## src/rtl/avaliador_nota_tempo_pkg.sv

```systemverilog
// Shared definitions for the FPGAudio note path: control state encoding and default key count.
package pkg_fpgaudio;

  localparam int NUM_TECLAS_PADRAO = 13;

  typedef enum logic [1:0] {
    OCIOSO    = 2'b00,
    ESPERA    = 2'b01,
    MEDE      = 2'b10,
    RESULTADO = 2'b11
  } estado_t;

endpackage

```

## src/rtl/avaliador_nota_tempo_if.sv

```systemverilog
// Bus between the control FSM (master) and the note/tempo evaluator (slave).
interface avaliador_nota_tempo_if
  import pkg_fpgaudio::*;
#(
  parameter int NUM_TECLAS = NUM_TECLAS_PADRAO,
  parameter int TEMPO_W    = 4,
  parameter int ERRO_W     = 3
) ();

  logic                  inicia;
  logic                  tick;
  logic [NUM_TECLAS-1:0] botoes;
  logic [NUM_TECLAS-1:0] esperado_nota;
  logic [TEMPO_W-1:0]    esperado_tempo;
  logic                  zera_erros;
  logic                  ocupado;
  logic                  pronto;
  logic                  nota_ok;
  logic                  tempo_ok;
  logic                  timeout;
  logic [TEMPO_W-1:0]    medido_tempo;
  logic [ERRO_W-1:0]     erros;

  modport master (
    output inicia, tick, botoes, esperado_nota, esperado_tempo, zera_erros,
    input  ocupado, pronto, nota_ok, tempo_ok, timeout, medido_tempo, erros
  );

  modport slave (
    input  inicia, tick, botoes, esperado_nota, esperado_tempo, zera_erros,
    output ocupado, pronto, nota_ok, tempo_ok, timeout, medido_tempo, erros
  );

endinterface

```

## src/rtl/avaliador_nota_tempo_contador_sat.sv

```systemverilog
// Up-counter that sticks at all-ones; synchronous clear has priority over counting.
module contador_sat #(
  parameter int W = 4
) (
  input  logic         clock,
  input  logic         reset,
  input  logic         zera,
  input  logic         conta,
  output logic [W-1:0] Q
);

  always_ff @(posedge clock or posedge reset) begin
    if (reset)                  Q <= '0;
    else if (zera)              Q <= '0;
    else if (conta && Q != '1)  Q <= Q + W'(1);
  end

endmodule

```

## src/rtl/avaliador_nota_tempo.sv

```systemverilog
// Per-note evaluator: waits for a key press, measures hold time in ticks, grades note and tempo.
module avaliador_nota_tempo
  import pkg_fpgaudio::*;
#(
  parameter int NUM_TECLAS    = NUM_TECLAS_PADRAO,
  parameter int TEMPO_W       = 4,
  parameter int TOL           = 1,
  parameter int TIMEOUT_TICKS = 10,
  parameter int ERRO_W        = 3
) (
  input logic                   clock,
  input logic                   reset,
  avaliador_nota_tempo_if.slave bus
);

  localparam logic [TEMPO_W-1:0] TICK_FINAL = TEMPO_W'(TIMEOUT_TICKS - 1);
  localparam logic [TEMPO_W:0]   TOL_EXT    = (TEMPO_W + 1)'(TOL);

  estado_t               estado, prox_estado;
  logic [NUM_TECLAS-1:0] mascara, esp_nota;
  logic [TEMPO_W-1:0]    esp_tempo, cont_tick, duracao, medido_r;
  logic [TEMPO_W:0]      dif, dif_abs;
  logic [ERRO_W-1:0]     erros_q;
  logic                  or_botoes, or_d, press, fim_espera, aceita;
  logic                  zera_dur, conta_dur, conta_erro;
  logic                  nota_ok_c, tempo_ok_c, erro_c;
  logic                  nota_ok_r, tempo_ok_r, timeout_r;

  // Press is the rising edge of "any key down", so keys held at start never count.
  assign or_botoes  = |bus.botoes;
  assign press      = or_botoes & ~or_d;
  assign fim_espera = bus.tick && (cont_tick == TICK_FINAL);
  assign aceita     = (estado == OCIOSO) && bus.inicia;

  // NOTE: sequential state uses <= so every flop samples pre-edge values; = would race.
  always_ff @(posedge clock or posedge reset) begin
    if (reset) estado <= OCIOSO;
    else       estado <= prox_estado;
  end

  always_comb begin
    // NOTE: default first so no path leaves prox_estado unassigned (no latch).
    prox_estado = estado;
    case (estado)
      OCIOSO:    if (bus.inicia) prox_estado = ESPERA;
      ESPERA:    if (press) prox_estado = MEDE;
                 else if (fim_espera) prox_estado = RESULTADO;
      MEDE:      if (!or_botoes) prox_estado = RESULTADO;
      RESULTADO: prox_estado = OCIOSO;
      default:   prox_estado = OCIOSO;
    endcase
  end

  // Grading is evaluated from the held registers during the single RESULTADO cycle.
  always_comb begin
    dif        = {1'b0, duracao} - {1'b0, esp_tempo};
    dif_abs    = dif[TEMPO_W] ? -dif : dif;
    nota_ok_c  = (mascara == esp_nota) && !timeout_r;
    tempo_ok_c = (dif_abs <= TOL_EXT) && !timeout_r;
    erro_c     = timeout_r || !(nota_ok_c && tempo_ok_c);
  end

  always_ff @(posedge clock or posedge reset) begin
    if (reset) begin
      or_d       <= 1'b0;
      mascara    <= '0;
      esp_nota   <= '0;
      esp_tempo  <= '0;
      cont_tick  <= '0;
      medido_r   <= '0;
      nota_ok_r  <= 1'b0;
      tempo_ok_r <= 1'b0;
      timeout_r  <= 1'b0;
    end else begin
      or_d <= or_botoes;
      case (estado)
        OCIOSO: if (bus.inicia) begin
          esp_nota   <= bus.esperado_nota;
          esp_tempo  <= bus.esperado_tempo;
          cont_tick  <= '0;
          mascara    <= '0;
          medido_r   <= '0;
          nota_ok_r  <= 1'b0;
          tempo_ok_r <= 1'b0;
          timeout_r  <= 1'b0;
        end
        ESPERA: begin
          if (bus.tick) cont_tick <= cont_tick + TEMPO_W'(1);
          if (press)           mascara   <= bus.botoes;
          else if (fim_espera) timeout_r <= 1'b1;
        end
        MEDE:      mascara <= mascara | bus.botoes;
        RESULTADO: begin
          medido_r   <= duracao;
          nota_ok_r  <= nota_ok_c;
          tempo_ok_r <= tempo_ok_c;
        end
        default: ;
      endcase
    end
  end

  // Duration also clears on accepted start so a timed-out note reports zero.
  assign zera_dur   = aceita || ((estado == ESPERA) && press);
  assign conta_dur  = (estado == MEDE) && bus.tick;
  assign conta_erro = (estado == RESULTADO) && erro_c;

  contador_sat #(.W(TEMPO_W)) u_duracao (
    .clock (clock),
    .reset (reset),
    .zera  (zera_dur),
    .conta (conta_dur),
    .Q     (duracao)
  );

  contador_sat #(.W(ERRO_W)) u_erros (
    .clock (clock),
    .reset (reset),
    .zera  (bus.zera_erros),
    .conta (conta_erro),
    .Q     (erros_q)
  );

  assign bus.ocupado      = (estado != OCIOSO);
  assign bus.pronto       = (estado == RESULTADO);
  assign bus.nota_ok      = nota_ok_r;
  assign bus.tempo_ok     = tempo_ok_r;
  assign bus.timeout      = timeout_r;
  assign bus.medido_tempo = medido_r;
  assign bus.erros        = erros_q;

endmodule

```

## src/flat_wrapper.sv

```systemverilog
// flat-port wrapper written by rule: the top's interface ports become plain ports
module avaliador_nota_tempo_flat import pkg_fpgaudio::*;
#(
  parameter int NUM_TECLAS    = NUM_TECLAS_PADRAO,
  parameter int TEMPO_W       = 4,
  parameter int TOL           = 1,
  parameter int TIMEOUT_TICKS = 10,
  parameter int ERRO_W        = 3
)
  (clock, reset, bus_inicia, bus_tick, bus_botoes, bus_esperado_nota, bus_esperado_tempo, bus_zera_erros, bus_ocupado, bus_pronto, bus_nota_ok, bus_tempo_ok, bus_timeout, bus_medido_tempo, bus_erros);
  avaliador_nota_tempo_if #(.NUM_TECLAS(NUM_TECLAS), .TEMPO_W(TEMPO_W), .ERRO_W(ERRO_W)) bus_i ();
  input logic clock;
  input logic reset;
  input wire logic [$bits(bus_i.inicia)-1:0] bus_inicia;
  input wire logic [$bits(bus_i.tick)-1:0] bus_tick;
  input wire logic [$bits(bus_i.botoes)-1:0] bus_botoes;
  input wire logic [$bits(bus_i.esperado_nota)-1:0] bus_esperado_nota;
  input wire logic [$bits(bus_i.esperado_tempo)-1:0] bus_esperado_tempo;
  input wire logic [$bits(bus_i.zera_erros)-1:0] bus_zera_erros;
  output wire logic [$bits(bus_i.ocupado)-1:0] bus_ocupado;
  output wire logic [$bits(bus_i.pronto)-1:0] bus_pronto;
  output wire logic [$bits(bus_i.nota_ok)-1:0] bus_nota_ok;
  output wire logic [$bits(bus_i.tempo_ok)-1:0] bus_tempo_ok;
  output wire logic [$bits(bus_i.timeout)-1:0] bus_timeout;
  output wire logic [$bits(bus_i.medido_tempo)-1:0] bus_medido_tempo;
  output wire logic [$bits(bus_i.erros)-1:0] bus_erros;
  assign bus_i.inicia = bus_inicia;
  assign bus_i.tick = bus_tick;
  assign bus_i.botoes = bus_botoes;
  assign bus_i.esperado_nota = bus_esperado_nota;
  assign bus_i.esperado_tempo = bus_esperado_tempo;
  assign bus_i.zera_erros = bus_zera_erros;
  assign bus_ocupado = bus_i.ocupado;
  assign bus_pronto = bus_i.pronto;
  assign bus_nota_ok = bus_i.nota_ok;
  assign bus_tempo_ok = bus_i.tempo_ok;
  assign bus_timeout = bus_i.timeout;
  assign bus_medido_tempo = bus_i.medido_tempo;
  assign bus_erros = bus_i.erros;
  avaliador_nota_tempo #(.NUM_TECLAS(NUM_TECLAS), .TEMPO_W(TEMPO_W), .TOL(TOL), .TIMEOUT_TICKS(TIMEOUT_TICKS), .ERRO_W(ERRO_W)) u_core (.clock(clock), .reset(reset), .bus(bus_i));
endmodule
```

## config.mk

```make
export PLATFORM = sky130hd
export DESIGN_NAME = avaliador_nota_tempo_flat
export DESIGN_NICKNAME = d
export VERILOG_FILES = /design/src/rtl/avaliador_nota_tempo_pkg.sv /design/src/rtl/avaliador_nota_tempo_if.sv /design/src/rtl/avaliador_nota_tempo_contador_sat.sv /design/src/rtl/avaliador_nota_tempo.sv /design/src/flat_wrapper.sv
export SDC_FILE = /design/constraint.sdc
export NUM_CORES = 1
export LEC_CHECK = 0
export CORE_ASPECT_RATIO = 1.75
export CORE_UTILIZATION = 35
export CTS_CLUSTER_DIAMETER = 60
export DETAILED_ROUTE_END_ITERATION = 6
export PLACE_DENSITY_LB_ADDON = 0.3
export SLEW_MARGIN = 20
export SYNTH_ARGS = -nofsm -noshare
export SYNTH_HDL_FRONTEND = slang
export SYNTH_SLANG_ARGS = --single-unit
export TNS_END_PERCENT = 1
```

## constraint.sdc

```tcl
create_clock -name clock -period 3.12 [get_ports clock]
set_clock_uncertainty 0.2 [all_clocks]
set_input_delay 0.78 -clock clock [delete_from_list [all_inputs] [get_ports clock]]
set_output_delay 0.78 -clock clock [all_outputs]
set_load 0.05 [all_outputs]
```

==> flow_summary.toml, run 1 <==
[outcome]
status = "finished clean"

[synthesis]
syn_inst = 283
netlist_area_sq_um = 2819
synth_seq_cells = 51
ys_seq_area_frac = 0.4527
syn-num-nets = 334
avgSynthCellArea_sq_um = 9.961
synth_edf_count = 0
ys_async_sr_fraction = 1.000
synthAdderAreaFrac = 0.07368
yosys.area_share.simple = 0.1500
ys.flop_type = "dfrtp_1"
yosysTopAreaCell = "dfrtp_1"
synth-compound-area-share = 0.1416
synthTopCellsByArea = "dfrtp_1, mux2_2, ha_1, o21ai_0, xor2_1"
synth.distinct_cells = 46
ys_warn_count = 0
synthMuxAreaShare = 0.09321
synth_top_family_by_area = "simple AND/OR/NAND/NOR gates"
yosysTopAreaCellShare = 0.4527
synth_xor_area_frac = 0.04971

[placement]
gp_congestion = 0.8029
dp.final_hpwl_microns = 4768
port-buffer-count = 46
place_ws_ns = 0.09465

[cts]
post_cts_resized = 0
clkTransAtPathRegs_ns = 0.07
htreeDepth = 2
cts-hold-fix-buffers = 0
cts_max_path_buffers = 2
cts_tree = "built"
worst_skew_pair.late_latency_ns = 0.30
cts-root-buf = "clkbuf_16"
cts_setup_buffers = 0
clock_sinks = 51
numCtsBuffers = 5

[power_and_ir_drop]
leakagePower_nw = 1.582
vdd_drop_max_uv = 463.2
cellPowerDensity_nw_per_um2 = 961.0

[timing]
fin_crit_ns = 2.858
relSlewSlack = 0.6285
fin_tns_setup_ns = 0
rsz0062_at_grt = "false"
setup_viol = 0
tightest_slew_ns = 0.5573
fin_ws_ns = 0.2617
finalMaxSlewViolations = 0
hold_viol = 0
fmaxAchievable_mhz = 349.9
min_period_over_period = 0.9161

[routing]
wl_microns = 6280
dr.pass1.iters = 4
drt_iter0_markers = 60
route.detailed.drc = 0
routedWlPerCell_microns = 14.78
num_vias = 2219
final_antenna_net_count = 0
viasPerCell = 5.221

[final_layout]
drive_gt1_frac = 0.1224
final_nets = 385
layout_commonest_cell = "dfrtp_1"
area_growth_pct = 26.72
final_cell_mix = "dfrtp_1, clkdlybuf4s50_1, o21ai_0"
diodes = 0

[worst_setup_path]
cp_top_family = "adder cells"
cp_num_buf_inv = 3
timing_worst_setup_path_type = "flip-flop to flip-flop"
cpMostUsedCell = "inv_1"
critPathArrivalTime_ns = 2.84
slowest_stage = "fa_1"
worstPathRequired_ns = 3.10
end_kind = "flip-flop"
start_kind = "flip-flop"
worstPathCellList = "inv_1 > ha_1 > inv_1 > fa_1 > inv_1 > ha_1 > a211oi_1 > o21ai_0 > o31ai_2 > a21oi_2 > mux2i_1"
crit_path_max_fanout = 4
slowest_delay_ns = 0.52

[die]
die_w_microns = 69.84
chipHeight_microns = 120.7
pin_count = 47
die-area_sq_um = 8431
initial_utilization = 0.3589
core_sq_um = 7855
rows = 43

[global_route]
grt_max_degree = 26
met2_usage = 0.2861
grt_pass1_vias = 2225
use_met1 = 0.1744
grt_pass1_wl_microns = 10410
grt_use_total = 0.1573
antenna_found_initial = 0
overflow = 0
busiest_layer = "met2"
use_met3 = 0.03250

[job]
drv_cap = 0

[min_path]
min_path_type = "flip-flop to flip-flop"
## synth_stat cells, types with 2 or more instances
cell type,number
a21oi_1,8
a22o_1,6
a22oi_1,2
a31oi_1,2
and2_1,2
buf_2,3
clkbuf_1,5
dfrtp_1,51
ha_1,15
inv_1,15
mux2_2,18
mux2i_1,6
nand2_1,26
nand2b_1,6
nand3_1,6
nand4_1,3
nor2_1,16
nor2b_1,5
nor3_1,6
nor4_1,5
o211ai_1,3
o21ai_0,32
o21ai_1,5
xnor2_1,2
xor2_1,14
## power breakdown
part | total (mW) | switching, mW | internal (mW)
Sequential | 1.08 | 0.183 | 0.893
Combinational | 1.72 | 0.996 | 0.728
Clock | 0.633 | 0.255 | 0.379
## metal layers
metal  wire length (microns)  vias to the layer above
li1                        -                     1094
met1                    2597                     1084
met2                    3358                       32
met3                     186                        9
met4                     138                        0
met5                       0                        -
## cell families (layout without fill, tap and decap cells)
family,Yosys count,in the layout
and+or+nand+nor,84,84
AOI/OAI and AO/OA,66,66
DFF,51,51
buffers and inverters,26,78
muxes,24,24
adders and majority gates,16,16
xor gates and xnor gates,16,16
## metrics by stage
step	util	total power [mW]	cells	instance area (sq um)	hold WS, ns
finish	0.4548	3.433	425	3572	0.2959
floorplan	-	2.379	283	2819	0.2794
detailed placement	0.4333	2.830	417	3403	0.2812
global placement	0.4333	2.783	417	3403	0.2820
global route	0.4548	3.699	425	3572	0.3123
CTS	0.4548	3.476	425	3572	0.3044
## flip-flops by register name, summed over array words and instances (netlist names), 2 cells and up
register and flops:
u_core.mascara 13, u_core.bus.medido_tempo 4, u_core.u_erros.Q 3, u_core.cont_tick 4, u_core.u_duracao.Q 4, u_core.esp_tempo 4
u_core.estado 2, u_core.esp_nota 13
## path summary, 6_finish.rpt
path                                                        start                              end  slack (ns)  depth (start not counted)
worst min register to register     u_core.bus.nota_ok$_DFFE_PP0P_   u_core.bus.nota_ok$_DFFE_PP0P_        0.30                          1
worst max-delay path            u_core.u_duracao.Q[0]$_DFFE_PP0P_  u_core.u_erros.Q[1]$_DFFE_PP0P_        0.26                         11
worst max register to register  u_core.u_duracao.Q[0]$_DFFE_PP0P_  u_core.u_erros.Q[1]$_DFFE_PP0P_        0.26                         11
max in group asynchronous                                   reset  u_core.cont_tick[1]$_DFFE_PP0P_        1.41                          3
worst min-delay path               u_core.bus.nota_ok$_DFFE_PP0P_   u_core.bus.nota_ok$_DFFE_PP0P_        0.30                          1
min in group asynchronous                                   reset   u_core.esp_nota[2]$_DFFE_PP0P_        0.64                          2
## cell type report
type	count	area (sq um)
sequential	51	1276
fill	778	4283
tap	90	112.6
timing repair buffer	55	525.5
inverter	15	56.30
clock inverter	3	43.79
clock buffer	5	125.1
multi-input combinational	206	1433
No activity file was read; power rests on OpenSTA's default activity.
==> run 2: changes to the inputs <==
--- a/config.mk
+++ b/config.mk
@@ -7,6 +7,7 @@
 export LEC_CHECK = 0
 export CORE_ASPECT_RATIO = 1.75
 export CORE_UTILIZATION = 35
+export CTS_BUF_LIST = sky130_fd_sc_hd__clkbuf_2 sky130_fd_sc_hd__clkbuf_4 sky130_fd_sc_hd__clkbuf_8
 export CTS_CLUSTER_DIAMETER = 60
 export DETAILED_ROUTE_END_ITERATION = 6
 export PLACE_DENSITY_LB_ADDON = 0.3
==> run 2 against run 1 <==
Worst hold slack better by 0.0070 ns. Maximum frequency fell by 0.14%. Count of clock-buffer cells in the layout unchanged. Combinational power about the same. Critical path depth stayed put. Sequential power about the same. Highest routed layer unchanged. Global-route usage about the same. Via count is 0.18% higher. Setup slack got worse by 0.0039 ns. Sequential share of layout area is 0.57 points higher.
==> flow_summary.toml, run 2 (synthesized netlist as in run 1, its figures left out) <==
[outcome]
status = "finished clean"

[die]
die-area_sq_um = 8431
initial_utilization = 0.3589
core_sq_um = 7855
die_w_microns = 69.84
chipHeight_microns = 120.7
pin_count = 47
rows = 43

[power_and_ir_drop]
leakagePower_nw = 1.556
vdd_drop_max_uv = 399.7
total_power_mw = 3.281
cellPowerDensity_nw_per_um2 = 933.1

[cts]
cts_max_path_buffers = 2
worst_skew_pair.late_latency_ns = 0.32
cts_setup_buffers = 0
clkTransAtPathRegs_ns = 0.10
cts-hold-fix-buffers = 0
cts_tree = "built"
htreeDepth = 2
clock_sinks = 51
post_cts_resized = 0
numCtsBuffers = 5
cts-root-buf = "clkbuf_8"

[timing]
finalMaxSlewViolations = 0
rsz0062_at_grt = "false"
relSlewSlack = 0.6342
timing.hold.ws_ns = 0.3029
tightest_slew_ns = 0.5451
fin_tns_setup_ns = 0
setup_viol = 0
fin_crit_ns = 2.862
min_period_over_period = 0.9174
fmaxAchievable_mhz = 349.4
hold_viol = 0

[routing]
wl_microns = 6262
route.detailed.drc = 0
dr.pass1.iters = 4
routedWlPerCell_microns = 14.73
final_antenna_net_count = 0
num_vias = 2223
viasPerCell = 5.231
drt_iter0_markers = 62

[global_route]
grt_max_degree = 26
overflow = 0
antenna_found_initial = 0
grt_use_total = 0.1576
grt_pass1_vias = 2236
grt_pass1_wl_microns = 10400

[worst_setup_path]
start_kind = "flip-flop"
critPathArrivalTime_ns = 2.88
timing_worst_setup_path_type = "flip-flop to flip-flop"
slowest_stage = "fa_1"
worstPathCellList = "inv_1 > ha_1 > inv_1 > fa_1 > inv_1 > ha_1 > a211oi_1 > o21ai_0 > o31ai_2 > a21oi_2 > mux2i_1"
r2r_cells = 11
end_kind = "flip-flop"
slowest_delay_ns = 0.52
worstPathRequired_ns = 3.13
cpMostUsedCell = "inv_1"
crit_path_max_fanout = 4

[min_path]
holdPathStages = 1
min_path_type = "flip-flop to flip-flop"

[final_layout]
diodes = 0
final_nets = 385
fill_cells = 785
drive_gt1_frac = 0.1224
reg_top3 = "u_core.esp_nota (13), u_core.mascara (13)"
area_growth_pct = 24.72
layout_commonest_cell = "dfrtp_1"
final_cell_mix = "dfrtp_1, clkdlybuf4s50_1, o21ai_0"

[job]
drv_cap = 0

[placement]
gp_congestion = 0.8029
dp.final_hpwl_microns = 4768
port-buffer-count = 46
==> run 2: per-layer routing <==
layer	track usage	wire length, microns	share of wire
met3	0.03000	185	0.030
met1	0.1739	2518	0.40
met4	0.07500	149	0.024
met2	0.2855	3408	0.54
met5	0	0	0
==> run 2: final timing paths <==
path | startpoint | end | slack, ns
setup / recovery | u_core.u_duracao.Q[0]$_DFFE_PP0P_ | u_core.u_erros.Q[1]$_DFFE_PP0P_ | 0.26
hold / removal | u_core.bus.nota_ok$_DFFE_PP0P_ | u_core.bus.nota_ok$_DFFE_PP0P_ | 0.30
setup reg to reg | u_core.u_duracao.Q[0]$_DFFE_PP0P_ | u_core.u_erros.Q[1]$_DFFE_PP0P_ | 0.26
hold reg to reg | u_core.bus.nota_ok$_DFFE_PP0P_ | u_core.bus.nota_ok$_DFFE_PP0P_ | 0.30
max in group asynchronous | reset | u_core.cont_tick[1]$_DFFE_PP0P_ | 1.45
min in group asynchronous | reset | u_core.esp_nota[11]$_DFFE_PP0P_ | 0.61
==> run 2: cell type report <==
| class | count | area, sq um | share of cell area |
|---|---|---|---|
| inverters | 15 | 56.30 | 0.01601 |
| flip-flops and latches | 51 | 1276 | 0.3630 |
| clock inverters | 3 | 43.79 | 0.01246 |
| well taps | 90 | 112.6 | 0.03203 |
| repair buffers | 55 | 525.5 | 0.1495 |
| multi-input cells | 206 | 1433 | 0.4075 |
| clock buffers | 5 | 68.82 | 0.01957 |
==> run 2: metrics by stage <==
step	utilization	instances	setup WS (ns)	instance area, sq um
after floorplan	-	283	0.4778	2819
after global placement	0.4333	417	0.1161	3403
after detailed placement	0.4333	417	0.09465	3403
after CTS	0.4476	425	0.2554	3516
after global routing	0.4476	425	0.1138	3516
final	0.4476	425	0.2578	3516
==> run 2: where the power goes <==
part | switching (mW) | internal [mW] | total, mW | leakage [nW]
Clock | 0.241 | 0.239 | 0.481 | 0.0581
Sequential | 0.182 | 0.891 | 1.07 | 0.652
Combinational | 0.997 | 0.729 | 1.73 | 0.846
Total | 1.42 | 1.86 | 3.28 | 1.56
==> run 2: worst max-delay path, delay by kind of cell (launching register included) <==
kind / cells / cell delay, ns
adder cells (fa/ha/maj): 3 / 0.98
AO/OA/AOI/OAI: 4 / 0.82
flip-flops: 1 / 0.42
buffers and inverters: 3 / 0.22
multiplexers: 1 / 0.13
==> run 3: changes to the inputs <==
--- a/config.mk
+++ b/config.mk
@@ -5,12 +5,15 @@
 export SDC_FILE = /design/constraint.sdc
 export NUM_CORES = 1
 export LEC_CHECK = 0
+export CELL_PAD_IN_SITES_DETAIL_PLACEMENT = 2
+export CELL_PAD_IN_SITES_GLOBAL_PLACEMENT = 2
 export CORE_ASPECT_RATIO = 1.75
 export CORE_UTILIZATION = 35
 export CTS_BUF_LIST = sky130_fd_sc_hd__clkbuf_2 sky130_fd_sc_hd__clkbuf_4 sky130_fd_sc_hd__clkbuf_8
 export CTS_CLUSTER_DIAMETER = 60
 export DETAILED_ROUTE_END_ITERATION = 6
 export PLACE_DENSITY_LB_ADDON = 0.3
+export SETUP_SLACK_MARGIN = 0.2
 export SLEW_MARGIN = 20
 export SYNTH_ARGS = -nofsm -noshare
 export SYNTH_HDL_FRONTEND = slang
==> run 3 against run 2 <==
First-iteration DRC count fell by 4.8%. Core utilization rose by 0.27 points. Sequential share of layout area fell by 0.22 points. Register-to-register slack better by 0.03 ns. Routed wire length increased by 27%. Worst hold slack improved by 0.021 ns. Total power increased by 3.8%. Maximum frequency is 0.99% higher. Global-route usage rose by 4.4 points. Count of clock-buffer cells in the layout did not move. Setup slack gained 0.028 ns. Clock power down 18%.
==> flow_summary.toml, run 3 (synthesized netlist as in run 1, its figures left out) <==
[outcome]
status = "finished clean"

[placement]
place_ws_ns = 0.2457
port-buffer-count = 46
gp_congestion = 0.7669
dp.final_hpwl_microns = 6262

[job]
drv_cap = 0

[cts]
cts_max_path_buffers = 2
clock_sinks = 51
clkTransAtPathRegs_ns = 0.10
cts-hold-fix-buffers = 0
cts-root-buf = "clkbuf_8"
worst_skew_pair.late_latency_ns = 0.31
htreeDepth = 2
numCtsBuffers = 5
cts_tree = "built"

[power_and_ir_drop]
power.share.clock = 0.116
sw_frac_of_total = 0.4531
power.switching_mw = 1.543
p_seq_frac = 0.320
cellPowerDensity_nw_per_um2 = 962.6
vdd_drop_max_uv = 419.5
combPwrFrac = 0.565
intPower_mw = 1.862
leakagePower_nw = 1.572

[timing]
setup_viol = 0
finalMaxSlewViolations = 0
fin_crit_ns = 2.834
hold_viol = 0
fin_tns_setup_ns = 0
fmaxAchievable_mhz = 352.9
relSlewSlack = 0.6073
tightest_slew_ns = 0.5851
min_period_over_period = 0.9083
rsz0062_at_grt = "true"
fin_ws_ns = 0.2860

[die]
core_sq_um = 7855
initial_utilization = 0.3589
pin_count = 47
die-area_sq_um = 8431
die_w_microns = 69.84
chipHeight_microns = 120.7
rows = 43

[min_path]
min_path_type = "flip-flop to flip-flop"
whs_endpoint = "u_core.bus.medido_tempo[2]$_DFFE_PP0P_"
holdPathStages = 1
worstHoldStart = "u_core.bus.medido_tempo[2]$_DFFE_PP0P_"

[final_layout]
regArea_sq_um = 1276
reg_top3 = "u_core.esp_nota (13), u_core.mascara (13)"
area_growth_pct = 25.48
fill_cells = 858
final_cell_mix = "dfrtp_1, clkdlybuf4s50_1, o21ai_0"
multiInputGateArea_sq_um = 1438
drive_gt1_frac = 0.1224
layout_commonest_cell = "dfrtp_1"
final_nets = 385
diodes = 0

[worst_setup_path]
crit_path_max_fanout = 3
timing_worst_setup_path_type = "flip-flop to flip-flop"
worstPathRequired_ns = 3.12
critPathArrivalTime_ns = 2.83
r2r_cells = 11
end_kind = "flip-flop"
start_kind = "flip-flop"
rrSetupSlack_ns = 0.29
timing.rr.end = "u_core.u_erros.Q[2]$_DFFE_PP0P_"
r2r-start = "u_core.u_duracao.Q[0]$_DFFE_PP0P_"

[global_route]
overflow = 0
antenna_found_initial = 0
grt_use_total = 0.2015
grt_pass1_vias = 2559
grt_pass1_wl_microns = 13080
grt_max_degree = 28

[routing]
num_vias = 2301
wl_microns = 7934
dr.pass1.iters = 4
drt_iter0_markers = 59
final_antenna_net_count = 0
routedWlPerCell_microns = 18.67
viasPerCell = 5.414
route.detailed.drc = 0
## run 3: cell count changes in the layout (fill, tap and decap cells not counted), sizes merged
cell,delta
dlygate4sd2,+1
clkdlybuf4s50,-1
inv,+1
buf,-1
bufinv,-1
dlymetal6s2s,+1
## run 3: worst max-delay path, stage by stage (launching register included)
cell and delay, ns:
dfrtp_1 0.41, inv_1 0.09, ha_1 0.16, inv_1 0.05, fa_1 0.53, inv_1 0.06
ha_1 0.28, a211oi_1 0.21, o21ai_1 0.15, o31ai_2 0.33, a21oi_2 0.12, mux2i_1 0.13
## run 3: worst max-delay path by stage
stage	start	to	slack, ns	cells after the start
after global placement	u_core.u_duracao.Q[0]$_DFFE_PP0P_	u_core.u_erros.Q[2]$_DFFE_PP0P_	0.33	11
after floorplan	u_core.u_duracao.Q[0]$_DFFE_PP0P_	u_core.u_erros.Q[1]$_DFFE_PP0P_	0.48	11
after CTS	u_core.estado[0]$_DFFE_PP0P_	bus_ocupado	0.19	4
after detailed placement	bus_botoes[0]	u_core.estado[1]$_DFFE_PP0P_	0.25	6
final	u_core.u_duracao.Q[0]$_DFFE_PP0P_	u_core.u_erros.Q[2]$_DFFE_PP0P_	0.29	11
after global routing	u_core.u_duracao.Q[0]$_DFFE_PP0P_	u_core.u_erros.Q[1]$_DFFE_PP0P_	0.14	11
## run 3: through the flow
stage	instances	cell area, sq um	utilization	hold WS, ns	power (mW)
after detailed placement	416	3436	0.4374	0.3044	3.024
final	425	3537	0.4503	0.3237	3.405
after floorplan	283	2819	-	0.2794	2.379
after CTS	424	3522	0.4484	0.3269	3.431
after global placement	416	3436	0.4374	0.2841	2.947
after global routing	425	3537	0.4503	0.3464	3.677
## run 3: final cells by class
class | instances | area share
Sequential cell | 51 | 0.3608
Timing Repair Buffer | 55 | 0.1602
Inverter | 15 | 0.01592
Multi-Input combinational cell | 206 | 0.4064
Tap cell | 90 | 0.03184
Clock buffer | 5 | 0.01946
Clock inverter | 3 | 0.005306
## run 3: repair_timing
| item | 4_1_cts | 5_1_grt |
|---|---|---|
| gates resized for setup | 1 | 3 |
| pin swaps | 0 | 1 |
| setup endpoints to repair | 2 | 5 |
| buffers inserted | 0 | 1 |
## run 3: power groups by stage
| stage | clock (mW) | sequential, mW | combinational, mW |
|---|---|---|---|
| after floorplan | 0 | 1.14 | 1.24 |
| after global placement | 0 | 1.09 | 1.86 |
| after detailed placement | 0 | 1.11 | 1.92 |
| after CTS | 0.405 | 1.10 | 1.93 |
| after global routing | 0.427 | 1.12 | 2.13 |
| final | 0.393 | 1.09 | 1.92 |
## run 3: routing by layer
metal	up-vias	share of wire	track usage
li1	1090	-	-
met1	1170	0.38	0.2144
met2	36	0.59	0.4008
met3	5	0.020	0.02500
met4	0	0.012	0.06000
met5	-	0	0
